==> config.mk <==
export PLATFORM = sky130hd
export DESIGN_NAME = fetch_queue
export DESIGN_NICKNAME = d
export VERILOG_FILES = /design/src/rtl/fetch_queue.sv
export SDC_FILE = /design/constraint.sdc
export NUM_CORES = 1
export LEC_CHECK = 0
export ABC_CLOCK_PERIOD_IN_PS = 5450
export CAP_MARGIN = 20
export CORE_UTILIZATION = 33
export DETAILED_ROUTE_END_ITERATION = 7
export GPL_TIMING_DRIVEN = 0
export REMOVE_ABC_BUFFERS = 1
export SETUP_SLACK_MARGIN = 0.02
export SYNTH_ARGS = -nofsm -noshare
export SYNTH_HDL_FRONTEND = slang
export SYNTH_SLANG_ARGS = --single-unit
==> constraint.sdc <==
create_clock -name CLK -period 5.45 [get_ports CLK]
set_clock_uncertainty 0.15 [all_clocks]
set_input_delay 1.09 -clock CLK [delete_from_list [all_inputs] [get_ports CLK]]
set_output_delay 1.09 -clock CLK [all_outputs]
set_load 0.02 [all_outputs]
==> src/rtl/fetch_queue.sv <==
// fetch_queue: instruction fetch front end. Issues icache requests from the
// fetch PC, queues returned instructions in order and presents the head entry
// to decode. Redirects flush the queue and discard stale in-flight responses.
//
// Optional feature macro: FETCH_EXC_EN
//   defined   - access faults (IC_RSP_ERR) and misaligned fetch PCs produce an
//               exception entry and stop fetch until the next redirect.
//   undefined - DE_IAF/DE_IAM read 0, IC_RSP_ERR is ignored, and the low two
//               bits of REDIR_PC/RESET_PC are forced to zero.
//
// Ports:
//   CLK, RESET            clock, async active-high reset
//   IC_REQ_V/PC/RDY       icache request handshake
//   IC_RSP_V/IR/ERR       icache response (in request order)
//   REDIR_V/PC            redirect (highest priority)
//   DE_V/RDY/IR/PC/NPC    head entry to decode
//   DE_IAF/DE_IAM         head entry exception flags
//   FQ_CNT                queue occupancy
module fetch_queue #(
    parameter int              XLEN     = 64,
    parameter int              DEPTH    = 4,
    parameter int              MAX_OUT  = 2,
    parameter logic [XLEN-1:0] RESET_PC = '0
) (
    input  logic                     CLK,
    input  logic                     RESET,
    output logic                     IC_REQ_V,
    output logic [XLEN-1:0]          IC_REQ_PC,
    input  logic                     IC_REQ_RDY,
    input  logic                     IC_RSP_V,
    input  logic [31:0]              IC_RSP_IR,
    input  logic                     IC_RSP_ERR,
    input  logic                     REDIR_V,
    input  logic [XLEN-1:0]          REDIR_PC,
    input  logic                     DE_RDY,
    output logic                     DE_V,
    output logic [31:0]              DE_IR,
    output logic [XLEN-1:0]          DE_PC,
    output logic [XLEN-1:0]          DE_NPC,
    output logic                     DE_IAF,
    output logic                     DE_IAM,
    output logic [$clog2(DEPTH):0]   FQ_CNT
);
    // state | meaning
    // RUN   | issue requests, enqueue responses
    // FLUSH | discard responses still in flight from before a redirect
    // HALT  | exception entry queued; no new requests until a redirect
    typedef enum logic [1:0] {RUN = 2'd0, FLUSH = 2'd1, HALT = 2'd2} state_t;

    localparam int CW = $clog2(DEPTH) + 1;
    localparam int QW = $clog2(DEPTH);
    localparam int OW = $clog2(MAX_OUT + 1);
    localparam int TW = (MAX_OUT > 1) ? $clog2(MAX_OUT) : 1;

    state_t            state, state_nxt;
    logic [XLEN-1:0]   pc;
    logic [OW-1:0]     outstanding, drop, in_flight_left;
    logic [TW-1:0]     tag_wr, tag_rd;
    logic [XLEN-1:0]   tag_mem [MAX_OUT];
    logic [QW-1:0]     q_head, q_tail;
    logic [CW-1:0]     fq_cnt;
    logic [31:0]       q_ir  [DEPTH];
    logic [XLEN-1:0]   q_pc  [DEPTH];
    logic              q_iaf [DEPTH];
    logic              q_iam [DEPTH];

    logic              req_fire, rsp_take, rsp_drop, rsp_any, mis_fire, q_push, de_pop, q_full;
    logic              rsp_err;
    logic [XLEN-1:0]   redir_pc_eff;
    logic [31:0]       push_ir;
    logic [XLEN-1:0]   push_pc;
    logic              push_iaf, push_iam;

`ifdef FETCH_EXC_EN
    localparam logic [XLEN-1:0] RESET_PC_EFF = RESET_PC;
    assign rsp_err      = IC_RSP_ERR;
    assign redir_pc_eff = REDIR_PC;
    assign mis_fire     = (state == RUN) && !REDIR_V && (pc[1:0] != 2'b00)
                          && (outstanding == '0) && !q_full;
`else
    localparam logic [XLEN-1:0] RESET_PC_EFF = {RESET_PC[XLEN-1:2], 2'b00};
    logic unused_cfg;
    assign unused_cfg   = ^{IC_RSP_ERR, REDIR_PC[1:0]};
    assign rsp_err      = 1'b0;
    assign redir_pc_eff = {REDIR_PC[XLEN-1:2], 2'b00};
    assign mis_fire     = 1'b0;
`endif

    function automatic logic [TW-1:0] tag_inc(input logic [TW-1:0] p);
        return (32'(p) == 32'(MAX_OUT - 1)) ? '0 : p + TW'(1);
    endfunction

    // Credit check counts queued entries plus in-flight requests so a
    // returning response always has a free slot.
    assign IC_REQ_V  = !RESET && (state == RUN) && !REDIR_V && (pc[1:0] == 2'b00)
                       && (32'(outstanding) < 32'(MAX_OUT))
                       && (32'(outstanding) + 32'(fq_cnt) < 32'(DEPTH));
    assign IC_REQ_PC = pc;
    assign req_fire  = IC_REQ_V && IC_REQ_RDY;

    assign q_full    = (fq_cnt == CW'(DEPTH));
    assign rsp_take  = IC_RSP_V && !REDIR_V && (state != FLUSH) && (outstanding != '0);
    assign rsp_drop  = IC_RSP_V && !REDIR_V && (state == FLUSH) && (drop != '0);
    assign q_push    = rsp_take || mis_fire;

    // Only one of outstanding/drop is ever non-zero, so their sum is the
    // number of responses still owed by the icache. A redirect during FLUSH
    // must keep dropping the older stale responses as well.
    assign rsp_any        = IC_RSP_V && ((outstanding != '0) || (drop != '0));
    assign in_flight_left = outstanding + drop - OW'(rsp_any);

    assign DE_V    = (fq_cnt != '0) && !REDIR_V;
    assign de_pop  = DE_V && DE_RDY;
    assign DE_IR   = (fq_cnt != '0) ? q_ir[q_head]  : '0;
    assign DE_PC   = (fq_cnt != '0) ? q_pc[q_head]  : '0;
    assign DE_IAF  = (fq_cnt != '0) && q_iaf[q_head];
    assign DE_IAM  = (fq_cnt != '0) && q_iam[q_head];
    assign DE_NPC  = DE_PC + XLEN'(4);
    assign FQ_CNT  = fq_cnt;

    always_comb begin
        push_ir  = IC_RSP_IR;
        push_pc  = tag_mem[tag_rd];
        push_iaf = rsp_err;
        push_iam = 1'b0;
        if (mis_fire) begin
            push_ir  = 32'h0000_0013;
            push_pc  = pc;
            push_iaf = 1'b0;
            push_iam = 1'b1;
        end
    end

    always_comb begin
        state_nxt = state;
        if (REDIR_V) begin
            state_nxt = (in_flight_left != '0) ? FLUSH : RUN;
        end else begin
            case (state)
                RUN:     if (mis_fire || (rsp_take && rsp_err)) state_nxt = HALT;
                FLUSH:   if ((drop == '0) || (rsp_drop && (drop == OW'(1)))) state_nxt = RUN;
                HALT:    state_nxt = HALT;
                default: state_nxt = RUN;
            endcase
        end
    end

    always_ff @(posedge CLK or posedge RESET) begin
        if (RESET) state <= RUN;
        else       state <= state_nxt;
    end

    always_ff @(posedge CLK or posedge RESET) begin
        if (RESET) begin
            pc          <= RESET_PC_EFF;
            outstanding <= '0;
            drop        <= '0;
            tag_wr      <= '0;
            tag_rd      <= '0;
            q_head      <= '0;
            q_tail      <= '0;
            fq_cnt      <= '0;
        end else if (REDIR_V) begin
            pc          <= redir_pc_eff;
            outstanding <= '0;
            drop        <= in_flight_left;
            tag_wr      <= '0;
            tag_rd      <= '0;
            q_head      <= '0;
            q_tail      <= '0;
            fq_cnt      <= '0;
        end else begin
            if (req_fire) begin
                pc     <= pc + XLEN'(4);
                tag_wr <= tag_inc(tag_wr);
            end
            if (rsp_take) tag_rd <= tag_inc(tag_rd);
            if (rsp_drop) drop <= drop - OW'(1);
            if (q_push)   q_tail <= q_tail + QW'(1);
            if (de_pop)   q_head <= q_head + QW'(1);
            outstanding <= outstanding + OW'(req_fire) - OW'(rsp_take);
            fq_cnt      <= fq_cnt + CW'(q_push) - CW'(de_pop);
        end
    end

    // Storage arrays carry no reset; occupancy and pointers define validity.
    always_ff @(posedge CLK) begin
        if (req_fire) tag_mem[tag_wr] <= pc;
        if (q_push) begin
            q_ir[q_tail]  <= push_ir;
            q_pc[q_tail]  <= push_pc;
            q_iaf[q_tail] <= push_iaf;
            q_iam[q_tail] <= push_iam;
        end
    end
endmodule

# Word-level counts from Yosys, hierarchy flattened

Memories as Yosys holds them, arrays and structs flattened.
Index checks and enable logic that the tools add are counted.

Register bits: 79
Bits in writable memories: 512
Input bits: 103
Logic and storage cells: 93
Memories kept: 3

Add/sub/neg operators: 14
$lt $le $gt $ge: 2
Equal/unequal tests: 6
Mux-type cells: 26
Reductions and logical operators: 33

Memories:

| name    | words | bits a word | read ports | clocked after memory_dff | wr ports | RTL line | RTL |
|---|---|---|---|---|---|---|---|
| q_pc    | 4     | 64          | 1          | 0                        | 1        | 63       | `logic [XLEN-1:0] q_pc [DEPTH];` |
| q_ir    | 4     | 32          | 1          | 0                        | 1        | 62       | `logic [31:0] q_ir [DEPTH];` |
| tag_mem | 2     | 64          | 1          | 0                        | 1        | 59       | `logic [XLEN-1:0] tag_mem [MAX_OUT];` |

Operators with widths:

| cell                                                                         | count |
|---|---|
| 64-bit 2-to-1 mux                                                            | 3 |
| 64-bit by 3-bit adder with 64-bit output, second input constant              | 2 |
| 32-bit 2-to-1 mux                                                            | 1 |
| 2-bit 2-to-1 mux                                                             | 9 |
| 1-bit logical AND                                                            | 15 |
| 2-bit nonzero test                                                           | 7 |
| 1-bit 2-to-1 mux                                                             | 11 |
| 2-bit logical NOT                                                            | 3 |
| 2-bit case mux with 3 select lines                                           | 1 |
| 2-bit by 1-bit adder with 2-bit output, second input constant                | 2 |
| 2-bit by 3-bit adder with 4-bit output                                       | 1 |
| 2-bit by 1-bit equality test with 1-bit output, second input constant        | 2 |
| 4-bit by 3-bit less-than comparator with 1-bit output, second input constant | 1 |
| 2-bit by 1-bit subtractor with 2-bit output                                  | 2 |
| 3-bit by 1-bit adder with 3-bit output                                       | 1 |
| 3-bit 2-to-1 mux                                                             | 1 |
| 3-bit by 2-bit != test with 1-bit output, second input constant              | 1 |
| 3-bit nonzero test                                                           | 1 |
| 3-bit by 1-bit subtractor with 3-bit output                                  | 1 |
| 1-bit adder, second input constant                                           | 2 |
| 2-bit by 1-bit adder with 2-bit output                                       | 1 |
| 2-bit adder                                                                  | 1 |
| 2-bit equality test, second input constant                                   | 1 |
| 1-bit logical AND, second input constant                                     | 2 |
| 7 further kinds                                                              | 9 |

# Longest topological paths before layout

Word-level depth: 10
Gate-level depth with buffers: 15

# Worst setup path after synthesis

Ideal clock, no wire load.

Path type: input to register
From: in REDIR_V
To: mem tag_mem[0][10] (enable)
Setup time: 0.482 ns
Data arrival time: 5.082 ns
Slack: -0.265 ns
Stages: 8
Buffers on the path: 3
Path through: clkbuf_1 nor4_1 and3_1 and2_1 inv_1 clkbuf_1 clkbuf_1 nor2_1

Longest elaborated chain between the ends: 8

Ends and longest elaborated chain:

| item                                   | RTL line | RTL |
|---|---|---|
| start, declared                        | 33       | `input logic REDIR_V,` |
| 1-bit logical NOT                      | 95       | `assign IC_REQ_V = !RESET && (state == RUN) && !REDIR_V && (pc[1:0] == 2'b00)` |
| 1-bit logical AND (2 in series)        | 95       |  |
| 1-bit logical AND                      | 96       | `&& (32'(outstanding) < 32'(MAX_OUT))` |
| 1-bit logical AND                      | 97       | `&& (32'(outstanding) + 32'(fq_cnt) < 32'(DEPTH));` |
| via IC_REQ_V                           | 27       | `output logic IC_REQ_V,` |
| 1-bit logical AND                      | 99       | `assign req_fire = IC_REQ_V && IC_REQ_RDY;` |
| 1-bit 2-to-1 mux                       | 188      | `if (req_fire) tag_mem[tag_wr] <= pc;` |
| 1-bit 2-to-1 mux (not written as such) | 188      |  |
| end, declared                          | 59       |  |

The timed path passes the listed nets, and every way through them passes these cells.

# Worst setup path after layout

From: reg fq_cnt[0] (netlist: FQ_CNT[0])
To: out DE_NPC[60]

Longest elaborated chain between the ends: 3

Ends and longest elaborated chain:

| item                                     | RTL line | RTL |
|---|---|---|
| start, declared                          | 61       | `logic [CW-1:0] fq_cnt;` |
| start signal, assigned                   | 182      | `fq_cnt <= fq_cnt + CW'(q_push) - CW'(de_pop);` |
| 3-bit nonzero test                       | 115      | `assign DE_PC = (fq_cnt != '0) ? q_pc[q_head] : '0;` |
| 64-bit 2-to-1 mux                        | 115      |  |
| 64-bit by 3-bit adder with 64-bit output | 118      | `assign DE_NPC = DE_PC + XLEN'(4);` |
| end, declared                            | 39       | `output logic [XLEN-1:0] DE_NPC,` |

No other way between the ends.

==> impl_metrics.csv <==
group,metric,value,unit
power,finalPower,14.4,mW
sta,slew_headroom,26.9,%
sta,slew_viol_final,0,
cts,cts_root_buf,"clkbuf_16",
setup_path,slowest_delay,0.60,ns
detailed_routing,met3_length,4.26,mm
detailed_routing,routed_via_density,5.29,
hold_path,min_path_cells,1,
cells_and_area,layout-drive-gt1-share,17.2,%
global_routing,grt_pass1_vias,17200,
job,max_cap_violations,0,
cts,htree_levels,2,
detailed_routing,drtIter0Drc,1522,
power,p_leak,11.4,nW
floorplanning,dieArea,80400,um^2
hold_path,hp-class,"reg -> reg",
detailed_routing,dr.max_layer_used,"met5",
synth,synth_top_cell_by_area,"edfxtp_1",
synth,synth_common_cells,"500 x edfxtp_1, 169 x nand2_1, 87 x and2_1, 87 x nor2_1, 85 x nand3_1",
sta,worst_hold_slack,0.316,ns
cts,clockBufferDepth,3,
placed_design,numPortBuffers,322,
setup_path,critPathKind,"reg -> out",
sta,tightest_slew,1.09,ns
synth,avgSynthCellArea,14.5,um^2
global_routing,antenna_found_initial,2,
detailed_routing,wl_per_cell,23.8,um
detailed_routing,drc_errors,0,
sta,hold_viol,0,
synth,synth_top_area_share,57.4,%
synth,synthCells,1803,
global_routing,grt_pass1_wl,114,mm
setup_path,crit_arrival,4.11,ns
sta,rsz0062_at_grt,"yes",
floorplanning,die_x,283,um
power,peakVddDrop,0.216,mV
detailed_routing,drt-total-wl,77.5,mm
floorplanning,io_pins,334,
cts,cts_sinks,577,
cells_and_area,area.growth.synth_to_final,28.2,%
setup_path,ff2ff_setup_slack,1.32,ns
floorplanning,rows,102,
sta,post-route-min-period,5.35,ns
detailed_routing,met1_length,32.9,mm
setup_path,cp_top_family,"simple AND/OR/NAND/NOR gates",
cells_and_area,layout.nets,2279,
synth,synth.area.top_cells,"edfxtp_1 57%, dfrtp_1 7.4%, mux4_2 6.9%",
synth,ys_seq_elements,577,
global_routing,overflow,0,
sta,setup_viol,0,
placed_design,post-place-cells,3093,
global_routing,grt_max_degree,73,
setup_path,timing.rr.start,"FQ_CNT[1]",
floorplanning,chipHeight,283,um
cells_and_area,final_cells,3251,
setup_path,required,4.21,ns
synth,ys_seq_area_share,64.8,%
cts,cts_hold_buf,0,
setup_path,end_kind,"primary output",
power,powerDensity,431,nW/um^2
run_status,run_status,"completed",
cts,cts_tree,"yes",
cts,insertion_delay,0.62,ns
floorplanning,start_util,33.5,%
floorplanning,coreArea,78000,um^2
placed_design,gp_congestion,0.900,
setup_path,cp-start-kind,"register",
synth,ys_types,75,
synth,synth.cell_area,26100,um^2
detailed_routing,ant_nets,0,
hold_path,min_from,"state[0]",
sta,period_share,98.1,%
synth,synth_edf_count,500,
setup_path,cpMostUsedCell,"buf_6",
synth,async_flop_share,13.3,%
setup_path,crit_fanout,14,
detailed_routing,drtPass1Iterations,6,
cts,clkTransAtPathRegs,0.07,ns
synth,synthFlopType,"edfxtp_1",
cts,cts_made_buffers,60,
detailed_routing,wl_met2,37.5,mm
synth,synth_warnings,0,
setup_path,cp_cell_sequence,"nor3_4 -> buf_6 -> buf_6 -> nor2_1 -> a22oi_2 -> or3_1 -> nor4_4 -> buf_4 -> or4b_1 -> xnor2_1 -> buf_2",
setup_path,rr_worst_depth,9,
hold_path,holdPathEnd,"state[1]",
sta,finalSetupTns,0,ns
setup_path,crit_slowest_cell,"dfrtp_2",
global_routing,grt.total_usage,18.8,%
synth,yosysMostFrequentCell,"edfxtp_1",
setup_path,cp_num_buf_inv,4,
placed_design,dpl.hpwl,51.9,mm
detailed_routing,vias,17200,
sta,fmax,187,MHz
setup_path,timing.rr.end,"IC_REQ_PC[11]",
==> flip-flops by register name, summed over array words and instances (netlist names), 2 cells and up <==
name         count
IC_REQ_PC       62
state            2
tag_mem        124
outstanding      2
q_pc           248
q_ir           128
q_head           2
q_tail           2
drop             2
FQ_CNT           3
==> stage by stage <==
step / setup WS [ns] / util [%] / area [um^2]
after floorplan: -3.05 / - / 25700
after global placement: -7.53 / 38.7 / 30200
after detailed placement: -0.832 / 39.5 / 30800
after CTS: -0.00430 / 42.7 / 33300
after global routing: -0.0496 / 43.0 / 33500
final: 0.103 / 43.0 / 33500
==> cell usage in the layout, fill, tap and decap left out, types with 12 or more instances in the layout <==
cell type and n:
buf_16 14, nand3_1 84, o211ai_1 15, nor3_1 24, and3_1 22, ha_1 14
nand4_1 34, nand2_1 167, buf_4 36, inv_1 31, nor2_1 82, nand3b_1 24
o21ai_0 65, a211oi_1 13, and4_1 12, mux4_2 83, mux2_2 68, xor2_1 29
a21oi_1 33, dfrtp_1 71, edfxtp_1 500, xnor2_1 47, and2_1 82, clkdlybuf4s50_1 296
clkbuf_16 62
==> area by class of cell <==
cell class	count	area, um^2
clock inverters	39	514
multi-input cells	1098	8810
diodes	1	2.50
well taps	1040	1300
repair buffers	386	4190
fillers	6931	44500
clock buffers	73	1580
inverters	37	160
flip-flops and latches	577	17000
==> worst max-delay path by stage <==
| stage | start | end | slack [ns] | cells past startpoint |
|---|---|---|---|---|
| 6_report | FQ_CNT[0] | DE_NPC[60] | 0.10 | 11 |
| 5_1_grt | q_head[0] | DE_NPC[50] | -0.05 | 14 |
| 4_1_cts | q_head[0] | DE_NPC[42] | -0.004 | 10 |
| 3_5_place_dp | q_head[0] | DE_NPC[42] | -0.83 | 12 |
| 3_3_place_gp | REDIR_V | tag_mem[0][6] | -7.53 | 6 |
| 2_1_floorplan | q_head[0] | DE_NPC[60] | -3.05 | 10 |
==> logic make-up (layout without fill, tap and decap cells) <==
kind of cell | Yosys count | after routing | share of synthesized area (%)
buffers and inverters | 138 | 535 | 2.48
adder cells (fa/ha/maj) | 16 | 16 | 0.794
AO/OA/AOI/OAI | 203 | 203 | 5.12
multiplexers | 173 | 173 | 11.6
other | 1 | 9 | 0.0143
XOR/XNOR | 76 | 76 | 2.55
flip-flops | 577 | 577 | 64.8
AND/OR/NAND/NOR | 619 | 622 | 12.6
==> where the power goes <==
group / internal [mW] / switching, mW
clock network: 2.60 / 1.75
registers: 5.02 / 0.233
logic: 2.11 / 2.73
==> layer usage <==
layer | vias to the layer above | global-route usage, %
met5 | - | 0
met4 | 4 | 6.39
met3 | 145 | 3.20
met2 | 617 | 31.4
met1 | 8765 | 24.7
li1 | 7682 | -
==> what timing repair did <==
action	4_1_cts	5_1_grt
cloned	4	3
hold endpoints to repair	0	0
setup buffers	25	13
pin swaps	13	7
gates resized for setup	66	28
setup endpoints to repair	57	26
(Power assumes the default switching activity.)
